--- src/rtl/imm_gen_pipe_pkg.sv ---
// ------------------------------------------------------------------
// imm_pkg: format codes, opcodes and entry type for imm_gen_pipe.
// Revision 1.0
// ------------------------------------------------------------------
`default_nettype none

package imm_pkg;

  typedef enum logic [2:0] {
    FMT_NONE  = 3'd0,
    FMT_I     = 3'd1,
    FMT_SHAMT = 3'd2,
    FMT_S     = 3'd3,
    FMT_B     = 3'd4,
    FMT_U     = 3'd5,
    FMT_J     = 3'd6
  } fmt_e;

  localparam logic [6:0] OPC_LOAD    = 7'b0000011;
  localparam logic [6:0] OPC_OPIMM   = 7'b0010011;
  localparam logic [6:0] OPC_OPIMM32 = 7'b0011011;
  localparam logic [6:0] OPC_STORE   = 7'b0100011;
  localparam logic [6:0] OPC_BRANCH  = 7'b1100011;
  localparam logic [6:0] OPC_LUI     = 7'b0110111;
  localparam logic [6:0] OPC_AUIPC   = 7'b0010111;
  localparam logic [6:0] OPC_JAL     = 7'b1101111;
  localparam logic [6:0] OPC_JALR    = 7'b1100111;
  localparam logic [6:0] OPC_OP      = 7'b0110011;
  localparam logic [6:0] OPC_SYSTEM  = 7'b1110011;

  localparam int IMM_W_MAX = 64;
  localparam int TAG_W_MAX = 16;

  // Widest-configuration entry layout (XLEN=64, tags up to 16 bits).
  typedef struct packed {
    logic [IMM_W_MAX-1:0] imm;
    fmt_e                 fmt;
    logic                 illegal;
    logic [TAG_W_MAX-1:0] tag;
  } imm_entry_t;

endpackage

`default_nettype wire

--- src/rtl/imm_gen_pipe_decode.sv ---
// ------------------------------------------------------------------
// imm_decode: combinational opcode/funct3 immediate decoder.
// Revision 1.0
// ------------------------------------------------------------------
`default_nettype none

module imm_decode
  import imm_pkg::*;
#(
  parameter int XLEN = 32
) (
  input  logic [31:0]     instr,
  output logic [XLEN-1:0] imm,
  output fmt_e            fmt,
  output logic            illegal
);

  localparam bit IS64 = (XLEN == 64);

  logic [6:0]      opc;
  logic [2:0]      funct3;
  logic            is_shift;
  logic [XLEN-1:0] imm_i;
  logic [XLEN-1:0] imm_s;
  logic [XLEN-1:0] imm_b;
  logic [XLEN-1:0] imm_u;
  logic [XLEN-1:0] imm_j;
  logic [XLEN-1:0] shamt5;
  logic [XLEN-1:0] shamt6;

  assign opc      = instr[6:0];
  assign funct3   = instr[14:12];
  assign is_shift = (funct3 == 3'b001) || (funct3 == 3'b101);

  assign imm_i  = {{(XLEN-12){instr[31]}}, instr[31:20]};
  assign imm_s  = {{(XLEN-12){instr[31]}}, instr[31:25], instr[11:7]};
  assign imm_b  = {{(XLEN-12){instr[31]}}, instr[7], instr[30:25], instr[11:8], 1'b0};
  assign imm_u  = {{(XLEN-32){instr[31]}}, instr[31:12], 12'b0};
  assign imm_j  = {{(XLEN-20){instr[31]}}, instr[19:12], instr[20], instr[30:21], 1'b0};
  assign shamt5 = {{(XLEN-5){1'b0}}, instr[24:20]};
  assign shamt6 = {{(XLEN-6){1'b0}}, instr[25:20]};

  always_comb begin
    imm     = '0;
    fmt     = FMT_NONE;
    illegal = 1'b0;
    case (opc)
      OPC_LOAD, OPC_JALR: begin
        fmt = FMT_I;
        imm = imm_i;
      end
      OPC_OPIMM: begin
        if (!is_shift) begin
          fmt = FMT_I;
          imm = imm_i;
        end else begin
          fmt = FMT_SHAMT;
          if (IS64) begin
            imm = shamt6;
          end else if (instr[25]) begin
            illegal = 1'b1;
          end else begin
            imm = shamt5;
          end
        end
      end
      OPC_OPIMM32: begin
        // Word-sized ops only exist on RV64 and always shift by 5 bits.
        if (!IS64) begin
          illegal = 1'b1;
        end else if (is_shift) begin
          fmt = FMT_SHAMT;
          imm = shamt5;
        end else begin
          fmt = FMT_I;
          imm = imm_i;
        end
      end
      OPC_STORE: begin
        fmt = FMT_S;
        imm = imm_s;
      end
      OPC_BRANCH: begin
        fmt = FMT_B;
        imm = imm_b;
      end
      OPC_LUI, OPC_AUIPC: begin
        fmt = FMT_U;
        imm = imm_u;
      end
      OPC_JAL: begin
        fmt = FMT_J;
        imm = imm_j;
      end
      OPC_OP, OPC_SYSTEM: begin
        fmt = FMT_NONE;
      end
      default: begin
        illegal = 1'b1;
      end
    endcase
  end

endmodule

`default_nettype wire

--- src/rtl/imm_gen_pipe.sv ---
// ------------------------------------------------------------------
// imm_gen_pipe: registered immediate generator with 2-entry skid buffer.
// Revision 1.0
// ------------------------------------------------------------------
`default_nettype none

module imm_gen_pipe
  import imm_pkg::*;
#(
  parameter int XLEN  = 32,
  parameter int TAG_W = 5
) (
  input  logic             clk,
  input  logic             rst,
  input  logic             flush,
  input  logic             in_valid,
  output logic             in_ready,
  input  logic [31:0]      in_instr,
  input  logic [TAG_W-1:0] in_tag,
  output logic             out_valid,
  input  logic             out_ready,
  output logic [XLEN-1:0]  out_imm,
  output logic [2:0]       out_fmt,
  output logic             out_illegal,
  output logic [TAG_W-1:0] out_tag
);

  typedef struct packed {
    logic [XLEN-1:0]  imm;
    fmt_e             fmt;
    logic             illegal;
    logic [TAG_W-1:0] tag;
  } entry_t;

  entry_t          main_q;
  entry_t          skid_q;
  entry_t          dec_e;
  logic            main_valid;
  logic            skid_valid;
  logic [XLEN-1:0] dec_imm;
  fmt_e            dec_fmt;
  logic            dec_illegal;
  logic            accept_in;
  logic            pop;

  imm_decode #(
    .XLEN(XLEN)
  ) u_decode (
    .instr  (in_instr),
    .imm    (dec_imm),
    .fmt    (dec_fmt),
    .illegal(dec_illegal)
  );

  assign dec_e     = '{imm: dec_imm, fmt: dec_fmt, illegal: dec_illegal, tag: in_tag};
  assign in_ready  = !skid_valid;
  assign accept_in = in_valid && in_ready;
  assign pop       = main_valid && out_ready;

  always_ff @(posedge clk or posedge rst) begin
    if (rst) begin
      main_q     <= '0;
      skid_q     <= '0;
      main_valid <= 1'b0;
      skid_valid <= 1'b0;
    end else if (flush) begin
      main_valid <= 1'b0;
      skid_valid <= 1'b0;
    end else if (pop) begin
      // A full skid implies in_ready=0, so no new input competes here.
      if (skid_valid) begin
        main_q     <= skid_q;
        skid_valid <= 1'b0;
      end else if (accept_in) begin
        main_q <= dec_e;
      end else begin
        main_valid <= 1'b0;
      end
    end else if (accept_in) begin
      if (main_valid) begin
        skid_q     <= dec_e;
        skid_valid <= 1'b1;
      end else begin
        main_q     <= dec_e;
        main_valid <= 1'b1;
      end
    end
  end

  assign out_valid   = main_valid;
  assign out_imm     = main_q.imm;
  assign out_fmt     = main_q.fmt;
  assign out_illegal = main_q.illegal;
  assign out_tag     = main_q.tag;

endmodule

`default_nettype wire
--- config.mk ---
export PLATFORM = sky130hd
export DESIGN_NAME = imm_gen_pipe
export DESIGN_NICKNAME = d
export VERILOG_FILES = /design/src/rtl/imm_gen_pipe_pkg.sv /design/src/rtl/imm_gen_pipe_decode.sv /design/src/rtl/imm_gen_pipe.sv
export SDC_FILE = /design/constraint.sdc
export NUM_CORES = 1
export LEC_CHECK = 0
export ABC_AREA = 0
export ABC_CLOCK_PERIOD_IN_PS = 3970
export BUFFER_PORTS_ARGS = -buffer_cell sky130_fd_sc_hd__buf_2
export CAP_MARGIN = 40
export CORE_MARGIN = 4
export CORE_UTILIZATION = 35
export CTS_CLUSTER_DIAMETER = 50
export DETAILED_ROUTE_END_ITERATION = 10
export SLEW_MARGIN = 20
export SYNTH_ARGS = -nofsm -noshare
export SYNTH_HDL_FRONTEND = slang
export SYNTH_SLANG_ARGS = --single-unit
--- constraint.sdc ---
create_clock -name clk -period 3.97 [get_ports clk]
set_clock_uncertainty 0.2 [all_clocks]
set_input_delay 0.794 -clock clk [delete_from_list [all_inputs] [get_ports clk]]
set_output_delay 0.794 -clock clk [all_outputs]
set_load 0.01 [all_outputs]
==> impl_metrics.tcl <==
set metrics [dict create \
    swShare 0.257 \
    setup_repair_after_global_routing_missed_its_margin "false" \
    average_wire_per_standard_cell_um 17.2 \
    placeableCoreArea_sq_mm 0.0109 \
    ys_types 46 \
    critPathMaxFanout 11 \
    grt_pass1_vias 3423 \
    postSynthRegisterBits 84 \
    fmax_mhz 390 \
    layout-drive-gt1-share 0.232 \
    initial_antenna_violation_count 0 \
    fin_tns_setup_ns 0 \
    first_drt_iteration_drcs 241 \
    drt_first_pass_iters 4 \
    cell_count_after_synthesis 423 \
    cts_setup_buffers 0 \
    route.detailed.drc 0 \
    grt.busiest_layer "met2" \
    ctsHtreeMaxLevel 3 \
    die_y_um 114 \
    grt_start_max_net_pins 47 \
    top_level_port_count 85 \
    postSynthNetCount 465 \
    flop_pwr_share 0.462 \
    worstSetupPathType "input pin to flop" \
    startpoint_type "input pin" \
    worstHoldPathType "input pin to async pin" \
    cts_made_buffers 9 \
    combinationalPowerShare 0.143 \
    outcome "finished clean" \
    placer_congestion_estimate 0.904 \
    fp.dieArea_sq_mm 0.0130 \
    post_cts_resize_count 0 \
    crit_path_end_kind "flop" \
    viasPerCell 5.41 \
    p_int_uw 1670 \
    synth-main-ff-cell "sky130_fd_sc_hd__dfrtp_1" \
    ctsLongestPathBuffers 2 \
    antenna_left 0 \
    power.leakage_uw 0.00226 \
    final_worst_path_period_need_ns 2.56 \
    die_width_um 114 \
    worst_skew_pair.late_latency_ns 0.34 \
    flow.area_growth_from_synthesis_pct 22.3 \
    drt-total-wl_um 11000 \
    syn-cell-area_sq_mm 0.00394 \
    synth-edff-count 0 \
    setup_violations 0 \
    antenna_cells_inserted 0 \
    global_route.usage.met3 0.0486 \
    power_switching_uw 576 \
    synth-warning-count 0 \
    synth.yosys.seq_area_share 0.534 \
    syn-mean-instance-area_sq_um 9.31 \
    layout.cell_area.non_filler_sq_mm 0.00482 \
    postSynth.asyncResetShare 1.00 \
    wire_length_of_the_first_global_routing_pass_um 17900 \
    cp_data_required_time_ns 3.94 \
    post_dp_cell_area_sq_mm 0.00450 \
    final_min_period_over_clock_period 0.646 \
    worst_slew_pin_slew_ns 0.795 \
    share_clk_of_total_power 0.395 \
    floorplan.rows 38 \
    nFillCells 1095 \
    maxSlewHeadroom 0.468 \
    tritoncts "built" \
    grt_overflow 0 \
    worstPathArrival_ns 2.54 \
    placement.io_buffers 84 \
    final-hold-violation-count 0 \
    final_net_count 540 \
    clk_pin_slew_worst_paths_ns 0.06 \
    grt_use_total 0.175 \
    routed-via-count 3468 \
    cts-hold-fix-buffers 0 \
    start_util 0.360 \
    grtUsageMet1 0.236 \
    max_cap_violations 0 \
    clkSinkCount 84 \
    power.density_cell_area_mw_per_mm2 465 \
    post-dp-hpwl_um 7830 \
    cts_root_buf "sky130_fd_sc_hd__clkbuf_16" \
    power.ir.vdd_worst_v 0.000331 \
    final_max_slew_viol_count 0 \
    gr-usage-met2 0.274 \
]
==> layout by cell type, fill, tap and decap left out, drive strengths merged, types with 5 or more instances in the layout <==
master and instances:
a21oi 42, nand2 73, inv 5, a31oi 13
buf 94, nand4 8, or3 17, dfrtp 84
clkbuf 12, a22o 6, o21ai 34, nand3 12
nor2 34, a221o 15, and3 11
==> cell type report <==
cell class / count / area (sq um) / area share
inverter: 6 / 23.8 / 0.00494
multi-input combinational: 303 / 1680 / 0.349
clock inverter: 2 / 60.1 / 0.0125
sequential: 84 / 2100 / 0.436
clock buffer: 12 / 246 / 0.0512
tap: 140 / 175 / 0.0364
timing repair buffer: 94 / 528 / 0.110
==> power by group through the flow <==
stage / combinational [uW] / sequential [uW] / clock (uW)
final: 320 / 1040 / 884
after global routing: 363 / 1050 / 939
after CTS: 325 / 1040 / 906
after detailed placement: 326 / 1050 / 0
after global placement: 314 / 1050 / 0
after floorplan: 170 / 1060 / 0
==> critical path, cell delays in order <==
cell and delay, ns:
sky130_fd_sc_hd__buf_2 0.17, sky130_fd_sc_hd__and4b_1 0.26, sky130_fd_sc_hd__and2_1 0.27, sky130_fd_sc_hd__a32o_1 0.26
sky130_fd_sc_hd__nor2_1 0.63, sky130_fd_sc_hd__a21oi_1 0.15
==> sequential cells by signal, summed over array words and instances, names as in the netlist <==
| register | count |
|---|---|
| out_tag | 5 |
| out_illegal | 1 |
| skid_q | 41 |
| out_imm | 32 |
| skid_valid | 1 |
| out_valid | 1 |
| out_fmt | 3 |
==> worst paths after layout <==
kind                                        from                     end  slack (ns)  depth (start not counted)
max                                  in_instr[4]  skid_q[37]$_DFFE_PP0P_        1.41                          6
min                                          rst  out_imm[8]$_DFFE_PP0P_        0.22                          2
max reg2reg                out_valid$_DFFE_PP0P_  skid_q[37]$_DFFE_PP0P_        1.54                          5
min reg2reg                skid_q[9]$_DFFE_PP0P_   skid_q[9]$_DFFE_PP0P_        0.27                          2
max in group asynchronous                    rst   skid_q[7]$_DFFE_PP0P_        2.83                          3
min in group clk           skid_q[9]$_DFFE_PP0P_   skid_q[9]$_DFFE_PP0P_        0.27                          2
==> cells in the mapped netlist (2+ instances only) <==
| cell type | count | area (sq um) |
|---|---|---|
| sky130_fd_sc_hd__a21oi_1 | 40 | 200 |
| sky130_fd_sc_hd__nor2b_1 | 2 | 12.5 |
| sky130_fd_sc_hd__nand3b_1 | 4 | 30.0 |
| sky130_fd_sc_hd__and2_1 | 3 | 18.8 |
| sky130_fd_sc_hd__inv_1 | 6 | 22.5 |
| sky130_fd_sc_hd__nand4_1 | 8 | 50.1 |
| sky130_fd_sc_hd__a32oi_1 | 2 | 17.5 |
| sky130_fd_sc_hd__clkbuf_1 | 10 | 37.5 |
| sky130_fd_sc_hd__o21ai_0 | 33 | 165 |
| sky130_fd_sc_hd__nand2_1 | 73 | 274 |
| sky130_fd_sc_hd__dfrtp_1 | 84 | 2100 |
| sky130_fd_sc_hd__nand3_1 | 12 | 60.1 |
| sky130_fd_sc_hd__nor3_2 | 2 | 20.0 |
| sky130_fd_sc_hd__a21o_1 | 2 | 15.0 |
| sky130_fd_sc_hd__nor3_1 | 2 | 10.0 |
| sky130_fd_sc_hd__buf_2 | 16 | 80.1 |
| sky130_fd_sc_hd__nand2b_1 | 2 | 12.5 |
| sky130_fd_sc_hd__and3b_1 | 2 | 17.5 |
| sky130_fd_sc_hd__and3_1 | 11 | 68.8 |
| sky130_fd_sc_hd__a221o_1 | 15 | 150 |
| sky130_fd_sc_hd__o22ai_1 | 2 | 12.5 |
| sky130_fd_sc_hd__nor2_1 | 34 | 128 |
| sky130_fd_sc_hd__a21oi_2 | 2 | 17.5 |
| sky130_fd_sc_hd__a22o_1 | 6 | 52.6 |
| sky130_fd_sc_hd__or3_1 | 17 | 106 |
| sky130_fd_sc_hd__a31oi_1 | 13 | 81.3 |
==> per-stage QoR <==
| stage | util | std cells | setup WS [ns] | hold WS (ns) | total power (uW) |
|---|---|---|---|---|---|
| floorplan | - | 423 | 0.811 | 0.242 | 1230 |
| global placement | 0.407 | 622 | 1.13 | 0.255 | 1360 |
| detailed placement | 0.412 | 626 | 1.04 | 0.264 | 1370 |
| CTS | 0.440 | 640 | 1.39 | 0.216 | 2270 |
| global route | 0.441 | 641 | 1.26 | 0.237 | 2350 |
| finish | 0.441 | 641 | 1.41 | 0.220 | 2240 |
==> routing by layer <==
| layer | wire length [um] | up-vias |
|---|---|---|
| met2 | 5260 | 108 |
| met4 | 128 | 0 |
| li1 | - | 1665 |
| met3 | 685 | 9 |
| met5 | 0 | - |
| met1 | 4930 | 1686 |
==> kinds of logic (layout without fill, tap and decap cells) <==
group,after synthesis,count (layout),synth area share
simple gates,179,179,0.221
compound gates,124,124,0.203
flops,84,84,0.534
buf+inv,36,114,0.0426
(Power assumes the default switching activity.)
